$ cat src/rtl/mem_port_arbiter_if.sv
// Request/response bundle between the fetch path, the load/store path and the
// shared single-port memory. The slave modport is the arbiter's view.
interface mem_port_arbiter_if #(
  parameter int ADDR_W = 32,
  parameter int DATA_W = 32
);
  logic                  if_req_valid;
  logic                  if_req_ready;
  logic [ADDR_W-1:0]     if_req_addr;
  logic                  if_rsp_valid;
  logic [DATA_W-1:0]     if_rsp_data;

  logic                  d_req_valid;
  logic                  d_req_ready;
  logic [ADDR_W-1:0]     d_req_addr;
  logic                  d_req_we;
  logic [DATA_W/8-1:0]   d_req_be;
  logic [DATA_W-1:0]     d_req_wdata;
  logic                  d_rsp_valid;
  logic [DATA_W-1:0]     d_rsp_data;

  logic                  mem_req_valid;
  logic                  mem_req_ready;
  logic [ADDR_W-1:0]     mem_req_addr;
  logic                  mem_req_we;
  logic [DATA_W/8-1:0]   mem_req_be;
  logic [DATA_W-1:0]     mem_req_wdata;
  logic                  mem_rsp_valid;
  logic [DATA_W-1:0]     mem_rsp_data;

  modport slave (
    input  if_req_valid, if_req_addr,
    input  d_req_valid, d_req_addr, d_req_we, d_req_be, d_req_wdata,
    input  mem_req_ready, mem_rsp_valid, mem_rsp_data,
    output if_req_ready, if_rsp_valid, if_rsp_data,
    output d_req_ready, d_rsp_valid, d_rsp_data,
    output mem_req_valid, mem_req_addr, mem_req_we, mem_req_be, mem_req_wdata
  );

  modport master (
    output if_req_valid, if_req_addr,
    output d_req_valid, d_req_addr, d_req_we, d_req_be, d_req_wdata,
    output mem_req_ready, mem_rsp_valid, mem_rsp_data,
    input  if_req_ready, if_rsp_valid, if_rsp_data,
    input  d_req_ready, d_rsp_valid, d_rsp_data,
    input  mem_req_valid, mem_req_addr, mem_req_we, mem_req_be, mem_req_wdata
  );
endinterface

$ cat src/rtl/mem_port_arbiter.sv
// Arbitrates fetch and load/store requests onto one memory port, one
// transaction outstanding, data first with a bounded fetch-starvation guard.
module mem_port_arbiter #(
  parameter int ADDR_W       = 32,
  parameter int DATA_W       = 32,
  parameter int STARVE_LIMIT = 4
) (
  input  logic                clk,
  input  logic                rst_n,
  mem_port_arbiter_if.slave   bus,
  output logic                busy,
  output logic [1:0]          state_dbg
);
  localparam int BE_W = DATA_W / 8;

  // Handshakes: a request transfers in the cycle where valid and ready are
  // both high; requesters hold valid and fields stable until then.
  typedef enum logic [1:0] {IDLE = 2'd0, ISSUE = 2'd1, WAIT_RSP = 2'd2} state_t;

  state_t              state, state_nxt;
  logic [3:0]          starve_cnt;
  logic                owner_d;
  logic [ADDR_W-1:0]   lat_addr;
  logic                lat_we;
  logic [BE_W-1:0]     lat_be;
  logic [DATA_W-1:0]   lat_wdata;
  logic                grant_if, grant_d, starved;
  logic                if_rsp_valid_q, d_rsp_valid_q;
  logic [DATA_W-1:0]   if_rsp_data_q, d_rsp_data_q;

  assign starved = (starve_cnt == 4'(STARVE_LIMIT));

  always_comb begin
    state_nxt = state;
    grant_if  = 1'b0;
    grant_d   = 1'b0;
    case (state)
      IDLE: begin
        if (bus.if_req_valid && (!bus.d_req_valid || starved)) grant_if = 1'b1;
        else if (bus.d_req_valid)                               grant_d  = 1'b1;
        if (grant_if || grant_d) state_nxt = ISSUE;
      end
      ISSUE:    if (bus.mem_req_ready) state_nxt = WAIT_RSP;
      WAIT_RSP: if (bus.mem_rsp_valid) state_nxt = IDLE;
      default:  state_nxt = IDLE;
    endcase
  end

  always_ff @(posedge clk or negedge rst_n) begin
    if (!rst_n) begin
      state          <= IDLE;
      starve_cnt     <= '0;
      owner_d        <= 1'b0;
      lat_addr       <= '0;
      lat_we         <= 1'b0;
      lat_be         <= '0;
      lat_wdata      <= '0;
      if_rsp_valid_q <= 1'b0;
      d_rsp_valid_q  <= 1'b0;
      if_rsp_data_q  <= '0;
      d_rsp_data_q   <= '0;
    end else begin
      state          <= state_nxt;
      if_rsp_valid_q <= 1'b0;
      d_rsp_valid_q  <= 1'b0;
      if (grant_if || grant_d) begin
        owner_d   <= grant_d;
        lat_addr  <= grant_d ? bus.d_req_addr : bus.if_req_addr;
        lat_we    <= grant_d & bus.d_req_we;
        lat_be    <= grant_d ? bus.d_req_be : {BE_W{1'b1}};
        lat_wdata <= grant_d ? bus.d_req_wdata : '0;
      end
      // Only a data grant made while fetch is waiting counts toward starvation.
      if (grant_if)
        starve_cnt <= '0;
      else if (grant_d && !bus.if_req_valid)
        starve_cnt <= '0;
      else if (grant_d && !starved)
        starve_cnt <= starve_cnt + 4'd1;
      if (state == WAIT_RSP && bus.mem_rsp_valid) begin
        if (owner_d) begin
          d_rsp_valid_q <= 1'b1;
          d_rsp_data_q  <= lat_we ? '0 : bus.mem_rsp_data;
        end else begin
          if_rsp_valid_q <= 1'b1;
          if_rsp_data_q  <= bus.mem_rsp_data;
        end
      end
    end
  end

  // Readies are gated by rst_n so every output reads 0 while reset is held.
  assign bus.if_req_ready  = grant_if & rst_n;
  assign bus.d_req_ready   = grant_d & rst_n;
  assign bus.mem_req_valid = (state == ISSUE);
  assign bus.mem_req_addr  = lat_addr;
  assign bus.mem_req_we    = lat_we;
  assign bus.mem_req_be    = lat_be;
  assign bus.mem_req_wdata = lat_wdata;
  assign bus.if_rsp_valid  = if_rsp_valid_q;
  assign bus.if_rsp_data   = if_rsp_data_q;
  assign bus.d_rsp_valid   = d_rsp_valid_q;
  assign bus.d_rsp_data    = d_rsp_data_q;
  assign busy              = (state != IDLE);
  assign state_dbg         = state;
endmodule

$ cat src/flat_wrapper.sv
// flat-port wrapper written by rule: the top's interface ports become plain ports
module mem_port_arbiter_flat 
#(
  parameter int ADDR_W       = 32,
  parameter int DATA_W       = 32,
  parameter int STARVE_LIMIT = 4
)
  (clk, rst_n, busy, state_dbg, bus_if_req_valid, bus_if_req_addr, bus_d_req_valid, bus_d_req_addr, bus_d_req_we, bus_d_req_be, bus_d_req_wdata, bus_mem_req_ready, bus_mem_rsp_valid, bus_mem_rsp_data, bus_if_req_ready, bus_if_rsp_valid, bus_if_rsp_data, bus_d_req_ready, bus_d_rsp_valid, bus_d_rsp_data, bus_mem_req_valid, bus_mem_req_addr, bus_mem_req_we, bus_mem_req_be, bus_mem_req_wdata);
  mem_port_arbiter_if #(.ADDR_W(ADDR_W), .DATA_W(DATA_W)) bus_i ();
  input  logic clk;
  input  logic rst_n;
  output logic busy;
  output logic [1:0] state_dbg;
  input wire logic [$bits(bus_i.if_req_valid)-1:0] bus_if_req_valid;
  input wire logic [$bits(bus_i.if_req_addr)-1:0] bus_if_req_addr;
  input wire logic [$bits(bus_i.d_req_valid)-1:0] bus_d_req_valid;
  input wire logic [$bits(bus_i.d_req_addr)-1:0] bus_d_req_addr;
  input wire logic [$bits(bus_i.d_req_we)-1:0] bus_d_req_we;
  input wire logic [$bits(bus_i.d_req_be)-1:0] bus_d_req_be;
  input wire logic [$bits(bus_i.d_req_wdata)-1:0] bus_d_req_wdata;
  input wire logic [$bits(bus_i.mem_req_ready)-1:0] bus_mem_req_ready;
  input wire logic [$bits(bus_i.mem_rsp_valid)-1:0] bus_mem_rsp_valid;
  input wire logic [$bits(bus_i.mem_rsp_data)-1:0] bus_mem_rsp_data;
  output wire logic [$bits(bus_i.if_req_ready)-1:0] bus_if_req_ready;
  output wire logic [$bits(bus_i.if_rsp_valid)-1:0] bus_if_rsp_valid;
  output wire logic [$bits(bus_i.if_rsp_data)-1:0] bus_if_rsp_data;
  output wire logic [$bits(bus_i.d_req_ready)-1:0] bus_d_req_ready;
  output wire logic [$bits(bus_i.d_rsp_valid)-1:0] bus_d_rsp_valid;
  output wire logic [$bits(bus_i.d_rsp_data)-1:0] bus_d_rsp_data;
  output wire logic [$bits(bus_i.mem_req_valid)-1:0] bus_mem_req_valid;
  output wire logic [$bits(bus_i.mem_req_addr)-1:0] bus_mem_req_addr;
  output wire logic [$bits(bus_i.mem_req_we)-1:0] bus_mem_req_we;
  output wire logic [$bits(bus_i.mem_req_be)-1:0] bus_mem_req_be;
  output wire logic [$bits(bus_i.mem_req_wdata)-1:0] bus_mem_req_wdata;
  assign bus_i.if_req_valid = bus_if_req_valid;
  assign bus_i.if_req_addr = bus_if_req_addr;
  assign bus_i.d_req_valid = bus_d_req_valid;
  assign bus_i.d_req_addr = bus_d_req_addr;
  assign bus_i.d_req_we = bus_d_req_we;
  assign bus_i.d_req_be = bus_d_req_be;
  assign bus_i.d_req_wdata = bus_d_req_wdata;
  assign bus_i.mem_req_ready = bus_mem_req_ready;
  assign bus_i.mem_rsp_valid = bus_mem_rsp_valid;
  assign bus_i.mem_rsp_data = bus_mem_rsp_data;
  assign bus_if_req_ready = bus_i.if_req_ready;
  assign bus_if_rsp_valid = bus_i.if_rsp_valid;
  assign bus_if_rsp_data = bus_i.if_rsp_data;
  assign bus_d_req_ready = bus_i.d_req_ready;
  assign bus_d_rsp_valid = bus_i.d_rsp_valid;
  assign bus_d_rsp_data = bus_i.d_rsp_data;
  assign bus_mem_req_valid = bus_i.mem_req_valid;
  assign bus_mem_req_addr = bus_i.mem_req_addr;
  assign bus_mem_req_we = bus_i.mem_req_we;
  assign bus_mem_req_be = bus_i.mem_req_be;
  assign bus_mem_req_wdata = bus_i.mem_req_wdata;
  mem_port_arbiter #(.ADDR_W(ADDR_W), .DATA_W(DATA_W), .STARVE_LIMIT(STARVE_LIMIT)) u_core (.clk(clk), .rst_n(rst_n), .bus(bus_i), .busy(busy), .state_dbg(state_dbg));
endmodule
$ cat config.mk
export PLATFORM = sky130hd
export DESIGN_NAME = mem_port_arbiter_flat
export DESIGN_NICKNAME = d
export VERILOG_FILES = /design/src/rtl/mem_port_arbiter_if.sv /design/src/rtl/mem_port_arbiter.sv /design/src/flat_wrapper.sv
export SDC_FILE = /design/constraint.sdc
export NUM_CORES = 1
export LEC_CHECK = 0
export ABC_CLOCK_PERIOD_IN_PS = 2500
export BUFFER_PORTS_ARGS = -buffer_cell sky130_fd_sc_hd__buf_2
export CAP_MARGIN = 25
export CORE_ASPECT_RATIO = 0.8
export CORE_MARGIN = 1.5
export CORE_UTILIZATION = 30
export DETAILED_ROUTE_END_ITERATION = 8
export PLACE_DENSITY_LB_ADDON = 0.3
export SKIP_CTS_REPAIR_TIMING = 1
export SKIP_LAST_GASP = 1
export SYNTH_ARGS = -nofsm -noshare
export SYNTH_HDL_FRONTEND = slang
export SYNTH_SLANG_ARGS = --single-unit
$ cat constraint.sdc
create_clock -name clk -period 2.5 [get_ports clk]
set_input_delay 0.375 -clock clk [delete_from_list [all_inputs] [get_ports clk]]
set_output_delay 0.375 -clock clk [all_outputs]
set_load 0.005 [all_outputs]
## Yosys cells after proc, flatten, opt, wreduce, memory -nomap -nowiden

Cells that the tools add are included.

- Flip-flop bits (word level): 142

- Reductions and logical operators: 16
- Add/subtract/negate cells: 1
- Bitwise operators: 4
- Eq/ne operators: 6
- Muxes and demuxes: 22

Operator list:

| cell | number |
|---|---|
| $mux 32 | 3 |
| $mux 4 | 4 |
| $mux 1 | 11 |
| $mux 2 | 3 |
| $pmux 2 s3 | 1 |
| $add 4x1->4 const B | 1 |
| $eq 4x3->1 const B | 1 |
| $logic_and 1x1->1 | 4 |
| $ne 2x2->1 const B | 2 |
| $reduce_and 2->1 | 2 |
| $and 1x1->1 | 3 |
| $logic_not 1->1 | 3 |
| $logic_or 1x1->1 | 3 |
| $reduce_and 3->1 | 1 |
| $reduce_bool 3->1 | 1 |
| $eq 2x1->1 const B | 1 |
| $eq 2x2->1 const B | 1 |
| $logic_not 2->1 | 1 |
| $ne 2x1->1 const B | 1 |
| $reduce_bool 2->1 | 1 |
| $not 1->1 | 1 |

## Longest topological paths before layout

- Depth in word-level cells: 10
- Mapped depth: 7

## Worst setup path before layout

No wires, ideal clock.

- Path type: register -> register
- From: register u_core.state[0] (netlist: u_core.state_dbg[0])
- To: register u_core.if_rsp_data_q[10] (netlist: u_core.bus.if_rsp_data[10])
- Required time: 2375 ps
- Setup time: 125 ps
- Arrival time: 1528 ps
- Stages on the path, launching flop included: 5
- Clock period less this slack: 1652 ps
- Path buffers: 1
- Path slack: 848 ps
- Path through: dfrtp_1 -> nand2b_1 -> nor3b_2 -> buf_6 -> mux2_2

- Cells in the longest elaborated chain, start to end: 3

RTL lines:

| item | line | source |
|---|---|---|
| start, declared | mem_port_arbiter.sv:20 | `state_t state, state_nxt;` |
| start signal, assigned | mem_port_arbiter.sv:63 | `state <= state_nxt;` |
| $eq 2x2->1 | mem_port_arbiter.sv:80 | `if (state == WAIT_RSP && bus.mem_rsp_valid) begin` |
| $logic_and 1x1->1 | mem_port_arbiter.sv:80 |  |
| $reduce_and 2->1 (no source line) | - |  |
| end signal, assigned | mem_port_arbiter.sv:86 | `if_rsp_data_q <= bus.mem_rsp_data;` |
| end, declared | mem_port_arbiter.sv:29 | `logic [DATA_W-1:0] if_rsp_data_q, d_rsp_data_q;` |

Every way passes these cells.
A chain may end at the register's enable or synchronous reset.

## Worst setup path in the final report

- From: register u_core.starve_cnt[0]
- To: output bus_d_req_ready

- Cells in the longest elaborated chain, start to end: 7

RTL lines:

| item | line | source |
|---|---|---|
| start, declared | mem_port_arbiter.sv:21 | `logic [3:0] starve_cnt;` |
| start signal, assigned | mem_port_arbiter.sv:79 | `starve_cnt <= starve_cnt + 4'd1;` |
| $eq 4x3->1 | mem_port_arbiter.sv:31 | `assign starved = (starve_cnt == 4'(STARVE_LIMIT));` |
| $logic_or 1x1->1 | mem_port_arbiter.sv:39 | `if (bus.if_req_valid && (!bus.d_req_valid \|\| starved)) grant_if = 1'b1;` |
| $logic_and 1x1->1 | mem_port_arbiter.sv:39 |  |
| $mux 1 | mem_port_arbiter.sv:39 |  |
| $mux 1 (2 in a row) | mem_port_arbiter.sv:37 | `case (state)` |
| $and 1x1->1 | mem_port_arbiter.sv:94 | `assign bus.d_req_ready = grant_d & rst_n;` |
| end, declared | flat_wrapper.sv:27 | `output wire logic [$bits(bus_i.d_req_ready)-1:0] bus_d_req_ready;` |

Every way passes these cells. The select of a mux whose other input is x is not followed.

==> results.sh <==
export IMPL_syn_cell_area_um2=5950
export IMPL_rows=45
export IMPL_reg2reg_slack_ns=0.46
export IMPL_cellPowerDensity_nw_per_um2=1190
export IMPL_synthFlopType="dfrtp_1"
export IMPL_p_int_mw=6.46
export IMPL_r2r_start="u_core.starve_cnt[0]"
export IMPL_ys_top_cells_by_area="dfrtp_1 (60%), mux2_2 (6.1%), o21ai_0 (5.8%), a22o_1 (4.9%), o311ai_0 (3.8%)"
export IMPL_antenna_found_initial=0
export IMPL_clock_sinks=142
export IMPL_arrival_ns=1.79
export IMPL_cp_required_ns=2.12
export IMPL_ir_worst_vdd_mv=0.445
export IMPL_cts_tree="done"
export IMPL_swShare_pct=33.5
export IMPL_p_comb_share_pct=35.7
export IMPL_cts_clk_slew_worst_paths_ns=0.06
export IMPL_slew_limit_headroom_pct=45.0
export IMPL_final_setup_skew_ns=0.00952
export IMPL_whs_ns=0.181
export IMPL_dp_hpwl_um=11500
export IMPL_dr_pass1_iters=4
export IMPL_placed_area_um2=7640
export IMPL_maxCapViolCount=0
export IMPL_crit_path_cell_trace="inv_1, ha_1, nand4b_4, and3_1, buf_2"
export IMPL_syn_mean_instance_area_um2=11.6
export IMPL_htree_levels=4
export IMPL_clock_latency_ns=0.42
export IMPL_crit_path_max_incr_delay_ns=0.42
export IMPL_setup_viol=0
export IMPL_wire_per_inst_um=15.6
export IMPL_synth_top_cell_area_share_pct=59.7
export IMPL_grt_overflow=0
export IMPL_drive_gt1_share_pct=45.9
export IMPL_worstReg2RegEnd="u_core.bus.mem_req_addr[4]"
export IMPL_wirelength_um=16500
export IMPL_slew_violations=0
export IMPL_ant_nets=0
export IMPL_regArea_um2=3550
export IMPL_worstSetupStartpoint="u_core.starve_cnt[0]"
export IMPL_clkPwrFrac_pct=24.4
export IMPL_hold_viol=0
export IMPL_worstHoldPathType="in2reg"
export IMPL_layout_nets=928
export IMPL_die_h_um=129
export IMPL_num_vias=4981
export IMPL_fmax_mhz=462
export IMPL_rsz0062_at_grt="false"
export IMPL_dieArea_um2=20700
export IMPL_synth_distinct_cells=34
export IMPL_numCtsBuffers=17
export IMPL_r2r_cells=6
export IMPL_crit_path_end_kind="primary output"
export IMPL_via_per_inst=4.71
export IMPL_synthArstFlopShare_pct=100
export IMPL_ys_ff_latch=142
export IMPL_synth_edf_count=0
export IMPL_fin_crit_sh_pct=86.7
export IMPL_stdcell_count=1058
export IMPL_critPathSlowestCell="dfrtp_1"
export IMPL_hold_depth=2
export IMPL_initial_utilization_pct=31.0
export IMPL_yosys_warnings=0
export IMPL_criticalPathCategory="reg2out"
export IMPL_grt_use_total_pct=16.0
export IMPL_cts_path_max_buffers=2
export IMPL_cts_root_buf="clkbuf_16"
export IMPL_syn_to_final_growth_pct=37.7
export IMPL_multi_input_area_um2=2070
export IMPL_leakagePower_nw=4.17
export IMPL_seqPwrFrac_pct=40.0
export IMPL_die_x_um=160
export IMPL_cp_max_fo=17
export IMPL_power_switching_mw=3.25
export IMPL_n_antenna_cell=0
export IMPL_n_fill_cell=1874
export IMPL_syn_inst=514
export IMPL_startpoint_type="register"
export IMPL_worstMarginPinSlew_ns=0.825
export IMPL_seq_area_frac_synth_pct=59.7
export IMPL_ios=280
export IMPL_yosys_area_top_type="dfrtp_1"
export IMPL_core_um2=19200
export IMPL_grt_pass1_vias=4945
export IMPL_syn_nets=655
export IMPL_placed_cells=1025
export IMPL_crit_path_end="bus_d_req_ready"
export IMPL_tns_ns=0
export IMPL_drtIter0Drc=253
export IMPL_fin_area_um2=8200
export IMPL_status="completed"
export IMPL_grt_pass1_wl_um=26000
export IMPL_gp_congestion=0.799
export IMPL_drt_drc_violations_left=0
export IMPL_fin_crit_ns=2.17
export IMPL_port_buffers=279
export IMPL_grt_max_degree=66
[flip-flops by register name (all words and copies together), names as in the netlist]
signal,count
u_core.starve_cnt,4
u_core.bus.if_rsp_valid,1
u_core.state_dbg,2
u_core.bus.mem_req_addr,32
u_core.owner_d,1
u_core.bus.mem_req_we,1
u_core.bus.d_rsp_valid,1
u_core.bus.mem_req_wdata,32
u_core.bus.mem_req_be,4
u_core.bus.d_rsp_data,32
u_core.bus.if_rsp_data,32
[how the worst min path moves through the flow]
| stage | start | to |
|---|---|---|
| global route | bus_d_req_be[0] | u_core.bus.mem_req_be[0] |
| CTS | rst_n | u_core.bus.mem_req_addr[10] |
| floorplan | rst_n | u_core.bus.d_rsp_data[0] |
| finish | bus_d_req_wdata[6] | u_core.bus.mem_req_wdata[6] |
| global placement | rst_n | u_core.bus.mem_req_addr[10] |
| detailed placement | rst_n | u_core.bus.mem_req_addr[10] |
[layout by cell type, fill, tap and decap left out, types with 26 or more instances in the layout]
master    netlist  routed
a22o_1         33      33
o311ai_0       26      26
buf_2           3     278
mux2_2         32      32
nand3_1        34      34
dfrtp_1       142     142
o21ai_0        69      69
nand2b_1       34      34
inv_1          39      39
nand2_1        34      34
[per-stage QoR]
stage / total power [mW] / utilization (%) / setup WS [ns]
2_1_floorplan: 5.72 / - / 0.848
3_3_place_gp: 7.37 / 39.8 / 0.643
3_5_place_dp: 7.45 / 39.8 / 0.494
4_1_cts: 9.87 / 42.7 / 0.310
5_1_grt: 10.4 / 42.7 / 0.249
6_report: 9.72 / 42.7 / 0.334
[per-layer routing]
layer | track usage, % | routed length [um] | up-vias
li1 | - | - | 2376
met1 | 21.3 | 7490 | 2395
met2 | 24.7 | 7660 | 183
met3 | 4.29 | 980 | 27
met4 | 7.04 | 365 | 0
met5 | 0 | 0 | -
[Yosys cell counts, types with 2 or more instances]
library cell,instances
mux2_2,32
a22o_1,33
nand2b_1,34
buf_2,3
o311ai_2,6
clkbuf_1,27
buf_4,5
o21ai_0,69
buf_6,4
nand3_1,34
o22a_1,4
dfrtp_1,142
inv_1,39
ha_1,2
o311ai_0,26
nand2_1,34
nor2_1,3
[worst max-delay path: cells and delay by family (launching register included)]
kind	cells	cell delay (ns)
buf+inv	2	0.20
flops	1	0.42
simple gates	2	0.56
fa+ha+maj	1	0.20
[cell families (layout without fill, tap and decap cells)]
kind of cell	after synthesis	in the layout	share of synthesized area [%]
flip-flops	142	142	59.7
adder cells (fa/ha/maj)	2	2	0.420
AND/OR/NAND/NOR	114	114	10.4
multiplexers	32	32	6.05
XOR/XNOR	1	1	0.147
AO/OA/AOI/OAI	144	144	17.4
buffers and inverters	79	365	5.86
[power groups by stage]
stage	logic, mW	clock network [mW]	registers (mW)
2_1_floorplan	1.78	0	3.94
3_3_place_gp	3.47	0	3.90
3_5_place_dp	3.54	0	3.90
4_1_cts	3.52	2.45	3.90
5_1_grt	3.84	2.55	4.02
6_report	3.46	2.37	3.88
[final cells by class]
cell class | count | area share (%)
Tap cell | 258 | 3.94
Timing Repair Buffer | 293 | 18.9
Clock buffer | 21 | 5.62
Sequential cell | 142 | 43.3
Multi-Input combinational cell | 293 | 25.3
Clock inverter | 11 | 1.13
Inverter | 40 | 1.83
Note: power is estimated with default switching activity, not from simulation.
